### src/rtl/bin2dec_seg_if.sv
// bin2dec_seg_if: request/result bundle between a requester and bin2dec_seg.
//   start        conversion request (requester -> converter)
//   i_bin        32-bit unsigned value to convert
//   o_busy       conversion in progress
//   o_done       one-cycle pulse when the result registers update
//   o_ovf        last converted value exceeded 99_999_999
//   o_data       64-bit display word for seg7.i_data
//   o_disp_mode  display mode for seg7.disp_mode
interface bin2dec_seg_if;
    logic        start;
    logic [31:0] i_bin;
    logic        o_busy;
    logic        o_done;
    logic        o_ovf;
    logic [63:0] o_data;
    logic        o_disp_mode;

    modport master (
        output start, i_bin,
        input  o_busy, o_done, o_ovf, o_data, o_disp_mode
    );

    modport slave (
        input  start, i_bin,
        output o_busy, o_done, o_ovf, o_data, o_disp_mode
    );
endinterface

### src/rtl/bin2dec_seg.sv
// bin2dec_seg: iterative double-dabble binary-to-decimal converter feeding seg7.
//   clk   system clock, rising edge
//   rstn  asynchronous active-low reset
//   bus   slave side of bin2dec_seg_if (start/i_bin in; busy/done/ovf/data/mode out)
// BLANK_LZ=1: o_data holds 8 active-low segment bytes with leading-zero blanking.
// BLANK_LZ=0: o_data[31:0] holds 8 packed BCD nibbles, upper half zero.
module bin2dec_seg #(
    parameter bit BLANK_LZ = 1'b1
) (
    input  logic          clk,
    input  logic          rstn,
    bin2dec_seg_if.slave  bus
);

    localparam int unsigned BIN_W       = 32;
    localparam int unsigned BCD_DIGITS  = 10;
    localparam int unsigned BCD_W       = 4 * BCD_DIGITS;
    localparam int unsigned DISP_DIGITS = 8;
    localparam int unsigned DATA_W      = 64;
    localparam int unsigned CNT_W       = 5;

    localparam logic [BIN_W-1:0]  MAX_DEC   = BIN_W'(99_999_999);
    localparam logic [CNT_W-1:0]  LAST_ITER = CNT_W'(31);
    localparam logic [DATA_W-1:0] DATA_RST  = BLANK_LZ ? 64'hFFFF_FFFF_FFFF_FFC0
                                                       : 64'h0;

    typedef enum logic [1:0] {
        IDLE = 2'd0,
        CONV = 2'd1,
        FIN  = 2'd2
    } state_t;

    state_t              state;
    logic [BIN_W-1:0]    bin_sr;
    logic [BCD_W-1:0]    bcd;
    logic [CNT_W-1:0]    iter;
    logic                ovf_pend;
    logic                busy_q;
    logic                done_q;
    logic                ovf_q;
    logic [DATA_W-1:0]   data_q;

    logic [BCD_W-1:0]    bcd_adj;
    logic [DATA_W-1:0]   disp_next;

    // Active-low segment pattern for one decimal digit, dp off.
    function automatic logic [7:0] seg_code(input logic [3:0] d);
        case (d)
            4'd0:    seg_code = 8'hC0;
            4'd1:    seg_code = 8'hF9;
            4'd2:    seg_code = 8'hA4;
            4'd3:    seg_code = 8'hB0;
            4'd4:    seg_code = 8'h99;
            4'd5:    seg_code = 8'h92;
            4'd6:    seg_code = 8'h82;
            4'd7:    seg_code = 8'hF8;
            4'd8:    seg_code = 8'h80;
            4'd9:    seg_code = 8'h90;
            default: seg_code = 8'hFF;
        endcase
    endfunction

    // Double-dabble correction: any digit >= 5 would overflow past 9 on the shift.
    always_comb begin
        bcd_adj = '0;
        for (int i = 0; i < int'(BCD_DIGITS); i++) begin
            if (bcd[4*i +: 4] >= 4'd5) begin
                bcd_adj[4*i +: 4] = bcd[4*i +: 4] + 4'd3;
            end else begin
                bcd_adj[4*i +: 4] = bcd[4*i +: 4];
            end
        end
    end

    // Display word from the finished accumulator; digits 8-9 only matter via ovf_pend.
    always_comb begin
        logic       seen;
        logic [3:0] nib;
        disp_next = '0;
        seen      = 1'b0;
        nib       = '0;
        if (BLANK_LZ) begin
            // Scan from the top so 'seen' marks the first nonzero digit downward.
            for (int i = int'(DISP_DIGITS) - 1; i >= 0; i--) begin
                nib = bcd[4*i +: 4];
                if (nib != 4'd0) begin
                    seen = 1'b1;
                end
                if (ovf_pend) begin
                    disp_next[8*i +: 8] = 8'hBF;
                end else if (!seen && (i != 0)) begin
                    disp_next[8*i +: 8] = 8'hFF;
                end else begin
                    disp_next[8*i +: 8] = seg_code(nib);
                end
            end
        end else begin
            disp_next[31:0] = ovf_pend ? 32'hFFFF_FFFF : bcd[31:0];
        end
    end

    // Conversion FSM with registered outputs.
    always_ff @(posedge clk or negedge rstn) begin
        if (!rstn) begin
            state    <= IDLE;
            bin_sr   <= '0;
            bcd      <= '0;
            iter     <= '0;
            ovf_pend <= 1'b0;
            busy_q   <= 1'b0;
            done_q   <= 1'b0;
            ovf_q    <= 1'b0;
            data_q   <= DATA_RST;
        end else begin
            done_q <= 1'b0;
            case (state)
                IDLE: begin
                    if (bus.start) begin
                        bin_sr   <= bus.i_bin;
                        bcd      <= '0;
                        iter     <= '0;
                        ovf_pend <= (bus.i_bin > MAX_DEC);
                        busy_q   <= 1'b1;
                        state    <= CONV;
                    end
                end
                CONV: begin
                    bcd    <= {bcd_adj[BCD_W-2:0], bin_sr[BIN_W-1]};
                    bin_sr <= {bin_sr[BIN_W-2:0], 1'b0};
                    iter   <= iter + CNT_W'(1);
                    if (iter == LAST_ITER) begin
                        state <= FIN;
                    end
                end
                FIN: begin
                    data_q <= disp_next;
                    ovf_q  <= ovf_pend;
                    done_q <= 1'b1;
                    busy_q <= 1'b0;
                    state  <= IDLE;
                end
                default: begin
                    state <= IDLE;
                end
            endcase
        end
    end

    assign bus.o_busy      = busy_q;
    assign bus.o_done      = done_q;
    assign bus.o_ovf       = ovf_q;
    assign bus.o_data      = data_q;
    assign bus.o_disp_mode = BLANK_LZ;

endmodule

### src/flat_wrapper.sv
// flat-port wrapper written by rule: the top's interface ports become plain ports
module bin2dec_seg_flat 
#(
    parameter bit BLANK_LZ = 1'b1
)
  (clk, rstn, bus_start, bus_i_bin, bus_o_busy, bus_o_done, bus_o_ovf, bus_o_data, bus_o_disp_mode);
  bin2dec_seg_if bus_i ();
  input  logic clk;
  input  logic rstn;
  input wire logic [$bits(bus_i.start)-1:0] bus_start;
  input wire logic [$bits(bus_i.i_bin)-1:0] bus_i_bin;
  output wire logic [$bits(bus_i.o_busy)-1:0] bus_o_busy;
  output wire logic [$bits(bus_i.o_done)-1:0] bus_o_done;
  output wire logic [$bits(bus_i.o_ovf)-1:0] bus_o_ovf;
  output wire logic [$bits(bus_i.o_data)-1:0] bus_o_data;
  output wire logic [$bits(bus_i.o_disp_mode)-1:0] bus_o_disp_mode;
  assign bus_i.start = bus_start;
  assign bus_i.i_bin = bus_i_bin;
  assign bus_o_busy = bus_i.o_busy;
  assign bus_o_done = bus_i.o_done;
  assign bus_o_ovf = bus_i.o_ovf;
  assign bus_o_data = bus_i.o_data;
  assign bus_o_disp_mode = bus_i.o_disp_mode;
  bin2dec_seg #(.BLANK_LZ(BLANK_LZ)) u_core (.clk(clk), .rstn(rstn), .bus(bus_i));
endmodule
### config.mk
export PLATFORM = sky130hd
export DESIGN_NAME = bin2dec_seg_flat
export DESIGN_NICKNAME = d
export VERILOG_FILES = /design/src/rtl/bin2dec_seg_if.sv /design/src/rtl/bin2dec_seg.sv /design/src/flat_wrapper.sv
export SDC_FILE = /design/constraint.sdc
export NUM_CORES = 1
export LEC_CHECK = 0
export CORE_ASPECT_RATIO = 1.75
export CORE_MARGIN = 1
export CORE_UTILIZATION = 52
export DETAILED_ROUTE_END_ITERATION = 8
export HOLD_SLACK_MARGIN = 0.06
export PLACE_DENSITY = 0.76
export SLEW_MARGIN = 20
export SYNTH_ARGS = -nofsm -noshare
export SYNTH_HDL_FRONTEND = slang
export SYNTH_SLANG_ARGS = --single-unit
export TNS_END_PERCENT = 10
### constraint.sdc
create_clock -name clk -period 2.7 [get_ports clk]
set_clock_uncertainty 0.15 [all_clocks]
set_input_delay 0.675 -clock clk [delete_from_list [all_inputs] [get_ports clk]]
set_output_delay 0.675 -clock clk [all_outputs]
set_load 0.01 [all_outputs]
Word level (Yosys, flattened, before mapping)
Memory sizes are Yosys's and may differ from the RTL's.
Index checks and enable logic that the tools add are counted.
Widths: inputs -> output; s select.
{ "op_classes": {"n_reduce_logical": 14, "eq_ne": 5, "n_mux": 44, "n_lt_le_gt_ge": 11, "n_addsub": 11} }
{ "op_table": {"columns": ["cell", "n"], "rows": [
  ["$mux 8", 15],
  ["$pmux 40 s2", 1],
  ["$pmux 32 s2", 1],
  ["$ge 4x3->1 const B", 10],
  ["$mux 40", 1],
  ["$add 4x2->4 const B", 9],
  ["$mux 4", 9],
  ["$gt 32x27->1 const B", 1],
  ["$mux 32", 1],
  ["$reduce_bool 4->1", 7],
  ["$pmux 5 s2", 1],
  ["$mux 1", 9],
  ["$reduce_and 2->1", 4],
  ["$add 5x1->5 const B", 1],
  ["$eq 5x5->1 const B", 1],
  ["$mux 5", 1],
  ["$mux 2", 2],
  ["$pmux 2 s2", 1],
  ["$reduce_bool 2->1", 2],
  ["$add 3x2->3 const B", 1],
  ["$mux 3", 1],
  ["$eq 2x1->1 const B", 1],
  ["$eq 2x2->1 const B", 1],
  ["$logic_not 2->1", 1],
  ["3 further kinds", 3]
]} }
{ "totals": {"mem_count": 8, "in_bits": 35, "mem_bits_ro": 896, "register_bits": 147, "output_inout_bits": 68} }
{ "memory_table": {"columns": ["memory", "depth", "width", "rd", "rd_ports_with_merged_regs", "write_ports", "line_no", "source"], "rows": [
  ["(no name shown)", 16, 7, 1, 0, 0, "bin2dec_seg.sv:48", "case (d)"],
  ["(no name shown)", 16, 7, 1, 0, 0, "bin2dec_seg.sv:48", null],
  ["(no name shown)", 16, 7, 1, 0, 0, "bin2dec_seg.sv:48", null],
  ["(no name shown)", 16, 7, 1, 0, 0, "bin2dec_seg.sv:48", null],
  ["(no name shown)", 16, 7, 1, 0, 0, "bin2dec_seg.sv:48", null],
  ["(no name shown)", 16, 7, 1, 0, 0, "bin2dec_seg.sv:48", null],
  ["+2 memories", null, null, null, null, null, null, null]
]} }

Longest topological paths before layout
Gate-level depths: netlist of run 1.
{ "logic_depth": {"ltp_word": 10, "mapped_depth": 7, "mapped_depth_nobuf": 7} }

Worst setup path before layout of run 1
OpenSTA, ideal clock, no wires.
{ "synth_timing": {"path_kind": "register to register", "from": "reg u_core.bcd[25]", "to": "reg u_core.data_q[22], in the netlist u_core.bus.o_data[22]", "stages_incl_launch_ff": 8, "n_path_buf": 1, "setup_slack_ns": 0.670, "setup_ns": 0.074, "synth_period_minus_slack_ns": 2.030, "arrival_ns": 1.805, "path_cell_list": "dfrtp_1 > inv_1 > ha_1 > nor3b_1 > nand2_1 > or3_1 > buf_6 > a31oi_4"} }
{ "synth_between": {"elab_chain_cells": 8} }
{ "synth_lines": {"columns": ["item", "line_no", "source"], "rows": [
  ["start: declaration", "bin2dec_seg.sv:35", "logic [BCD_W-1:0] bcd;"],
  ["start signal: assignment", "bin2dec_seg.sv:128", "bcd <= {bcd_adj[BCD_W-2:0], bin_sr[BIN_W-1]};"],
  ["$reduce_bool 4->1", "bin2dec_seg.sv:86", "if (nib != 4'd0) begin"],
  ["$mux 1 (5 in a row)", "bin2dec_seg.sv:86", null],
  ["$mux 8", "bin2dec_seg.sv:91", "end else if (!seen && (i != 0)) begin"],
  ["$mux 8", "bin2dec_seg.sv:89", "if (ovf_pend) begin"],
  ["end signal: assignment", "bin2dec_seg.sv:136", "data_q <= disp_next;"],
  ["end: declaration", "bin2dec_seg.sv:41", "logic [DATA_W-1:0] data_q;"]
]} }
Every way passes these cells.
A chain may end at the register's enable or synchronous reset.

Worst setup path after layout of run 1
{ "layout_timing": {"from": "reg u_core.bcd[28]", "to": "reg u_core.data_q[12], in the netlist u_core.bus.o_data[12]"} }
{ "layout_between": {"elab_chain_cells": 10} }
{ "layout_lines": {"columns": ["item", "line_no"], "rows": [
  ["$reduce_bool 4->1", "bin2dec_seg.sv:86"],
  ["$mux 1 (7 in a row)", "bin2dec_seg.sv:86"],
  ["$mux 8", "bin2dec_seg.sv:91"],
  ["$mux 8", "bin2dec_seg.sv:89"]
]} }
Every way passes these cells.

==> results of run 1 <==
-- critical path, delay by kind of cell (launching register included) --
family | cells | cell delay (ns)
AOI/OAI and AO/OA | 1 | 0.23
DFF | 1 | 0.44
buffers and inverters | 2 | 0.31
adders and majority gates | 1 | 0.18
and+or+nand+nor | 3 | 1.00
-- cell type report --
cell class                 count  area (µm²)  area share
clock inverter                14         210      0.0226
sequential                   131        3340       0.359
timing repair buffer         119        1190       0.128
multi-input combinational    595        3770       0.406
tap                          177         221      0.0238
inverter                      34         128      0.0137
clock buffer                  18         439      0.0472
-- how the worst min path moves through the flow --
stage                                       endpoint  slack, ns  cells past startpoint
finish                     u_core.bcd[2]$_DFFE_PN0P_        0.1                      1
global route               u_core.bcd[2]$_DFFE_PN0P_       0.13                      1
CTS                        u_core.bcd[2]$_DFFE_PN0P_       0.11                      1
detailed placement  u_core.bus.o_data[6]$_DFFE_PN1P_       0.30                      2
global placement    u_core.bus.o_data[6]$_DFFE_PN1P_       0.30                      2
floorplan                  u_core.bcd[0]$_DFFE_PN0P_       0.23                      0
-- routing by layer --
layer	share of wire	global-route usage	vias to the layer above
met5	0	0	-
met4	0.027	0.115	0
met3	0.038	0.0497	44
met2	0.55	0.471	193
met1	0.38	0.304	3158
li1	-	-	3013
-- flip-flops by register name (all words and copies together) (netlist names) --
register	flops
u_core.bcd	32
u_core.bus.o_busy	1
u_core.ovf_pend	1
u_core.bin_sr	32
u_core.iter	5
u_core.bus.o_done	1
u_core.state	2
u_core.bus.o_data	56
u_core.bus.o_ovf	1
-- logic make-up (layout without fill, tap and decap cells) --
kind of cell | count (synthesis) | after routing | synth area share
compound gates | 221 | 221 | 0.200
buf+inv | 98 | 185 | 0.0567
flops | 131 | 131 | 0.446
simple gates | 290 | 290 | 0.183
fa+ha+maj | 47 | 47 | 0.0784
other cells | 1 | 9 | 0.000500
xor+xnor | 10 | 10 | 0.0117
mux | 18 | 18 | 0.0249
-- power groups by stage --
stage                     Combinational, mW  Sequential (mW)  Clock, mW
after floorplan                        3.78             3.10          0
after global placement                 4.54             3.40          0
after detailed placement               4.76             3.46          0
after CTS                              4.83             3.44       2.56
after global routing                   5.41             3.56       2.65
final                                  4.86             3.47       2.53
-- cell usage in the layout (no fill, tap or decap), types with 5 or more instances in the layout --
master / count
a21oi_1: 49
dfrtp_1: 81
nand3_1: 30
nand2b_1: 18
a211oi_1: 5
bufinv_16: 5
ha_1: 47
nor3_1: 16
clkdlybuf4s50_1: 92
xnor2_1: 10
inv_2: 7
clkbuf_16: 17
a31oi_4: 5
o22ai_1: 14
a31oi_1: 26
o21ai_0: 28
nand2_1: 84
buf_12: 5
mux2_2: 5
dfstp_2: 50
a21o_1: 12
inv_1: 27
conb_1: 9
buf_4: 22
nor3b_1: 11
mux2i_1: 13
o22a_1: 25
o21ai_1: 30
nor2_1: 99
-- metrics by stage --
stage	cells	hold slack [ns]	setup WS [ns]
CTS	1088	0.111	0.331
detailed placement	1056	0.297	0.0993
finish	1088	0.0987	0.327
floorplan	824	0.229	0.670
global route	1088	0.130	0.193
global placement	1056	0.296	0.191
==> results.md, run 1 <==
* Status: completed
* Clock period minus final worst setup slack at 2.37 ns
* Net Sw Power at 4.46 mW
* Worst Setup EP: u_core.bus.o_data[12]$_DFFE_PN1P_
* Critical Path Start: u_core.bcd[28]$_DFFE_PN0P_
* Cts-stage hold buffer count at 0
* I/O Buffers at 93
* Final Cell Area at 9300 µm²
* Worst skew pair latency at 0.41 ns
* Total GRT Usage at 0.265
* Layout cells sized above 1 at 0.149
* Clock share of power at 0.233
* Reg2reg path depth at 7
* Setup TNS at 0 ns
* Antenna Cells at 0
* Mean area per synthesized cell at 9.19 µm²
* Cell variety after synth at 62
* Post-DP HPWL at 13.1 mm
* Power Density at between 1000 and 1500 nW/µm²
* Top FF cell, synth: dfrtp_1
* Logic pwr share at 0.447
* Slowest cell on the critical path: nor4_4
* Filler Cell Count at approximately 1.1k
* Max_slew headroom at 0.585
* Post-synth top area cell: dfrtp_1
* R2R Path Start: u_core.bcd[28]$_DFFE_PN0P_
* # H-tree levels at 4
* Commonest cells post-synth: 100 x nor2_1, 84 x nand2_1, 81 x dfrtp_1
* Worst-margin pin slew at 0.622 ns
* Largest net degree at the start of global routing at 51
* Die ar. at 14900 µm²
* # Max-Cap Violations at 0
* Leak at 3.95 nW
* Finish-stage setup viols at 0
* CP max stage delay at 0.52 ns
* Chip width at 92.8 µm
* CTS tree: yes
* Yosys warnings at 0
* First-pass GRT wire length at 31.3 mm
* VDD IR max at 589 µV
* Fraction of registers with async set or reset after synthesis at 1.00
* Vias in the first global route at 6548
* Ranking of synthesized cells by area: dfrtp_1 27%, dfstp_2 18%, ha_1 7.8%
* ANT nets after route at 0
* Worst-path clk slew at 0.06 ns
* Flop pwr share at 0.320
* Fmax at 421 MHz
* Synth-to-Final Area Change at 24.0%
* Post-synth EDFFs at 0
* Setup bufs post-CTS at 0
* Boundary pin count at between 100 and 150
* CP Data Required Time at between 2 and 3 ns
* TritonCTS Buffers at 17
* Seq/Total Area, Yosys at 0.446
* Root buf cell: clkbuf_16
* CP Launch Type: flop
* Finished Core Util at 0.665
* Pre-antenna DRT Iters at 5
* Hold Path Class: input port to asynchronous set/reset pin
* Most common cell in the netlist: nor2_1
* Fin. max-slew vios at 0
* DR vias/cell at 5.89
* Layout Nets at 980
* DIE HEIGHT at 161 µm
* Yosys reg bits at ~130
* WS Path Type: flop to flop
* Data arrival time of the worst path at 2.58 ns
* Unrepaired setup endpoints after global routing: false
* Remaining DRCs at 0
* CTS Sinks at 131
* Drt initial violations at 367
* Worst path cell trace: inv_1 > ha_1 > buf_4 > and4bb_1 > nand4_2 > nor4_4 > o32a_1
* Setup crit end kind: flop
* Initial Util at 0.536
* Clock Path Buffers at 2
* Critical Path Fanout Max at 7
* Reg-to-reg endpoint: u_core.bus.o_data[12]$_DFFE_PN1P_
* Via count at 6408
* Syn Std Cell Area at 7500 µm²
* Pwr Total at ~11 mW
* CTS resizes at 0
* Initial antenna violation count at 0
* Mapped Cells at 816
* Final WL at 18.6 mm
* Core ar. at roughly 14000 µm²
* Final period util at 0.879
* Switching part of the total at 0.411
* Row count at 57
* R2R setup slack at 0.33 ns
* Final global-route overflow total at 0
* Pint at approximately 6.4 mW
* Routed WL per cell at 17.1 µm
* Area share of the largest cell type after synthesis at 0.270
* Placed cell area at 8650 µm²
* Placer Congestion at 0.930
* Final hold viol count at 0
Power figures use the tool's default switching activity.
==> run 2, diff against run 1 <==
--- a/constraint.sdc
+++ b/constraint.sdc
@@ -3,3 +3,3 @@
 set_input_delay 0.675 -clock clk [delete_from_list [all_inputs] [get_ports clk]]
 set_output_delay 0.675 -clock clk [all_outputs]
-set_load 0.01 [all_outputs]
+set_load 0.02 [all_outputs]
==> results of run 2 <==
The final DEF is identical to that of run 1. Status: completed.
Among the figures that moved: setup slack after layout 0.327 ns -> 0.278 ns; start point of the critical path u_core.bcd[28]$_DFFE_PN0P_ -> u_core.bus.o_data[17]$_DFFE_PN1P_; end point of the critical path u_core.bus.o_data[12]$_DFFE_PN1P_ -> bus_o_data[17]; worst IR drop on VDD 589 µV -> 598 µV
==> run 3, diff against run 2 <==
- GPL_ROUTABILITY_DRIVEN: not set -> 0
==> results of run 3 <==
The final DEF is identical to that of run 1. Status: completed.
Among the figures that moved: setup slack after layout 0.327 ns -> 0.278 ns; start point of the critical path u_core.bcd[28]$_DFFE_PN0P_ -> u_core.bus.o_data[17]$_DFFE_PN1P_; end point of the critical path u_core.bus.o_data[12]$_DFFE_PN1P_ -> bus_o_data[17]; worst IR drop on VDD 589 µV -> 598 µV
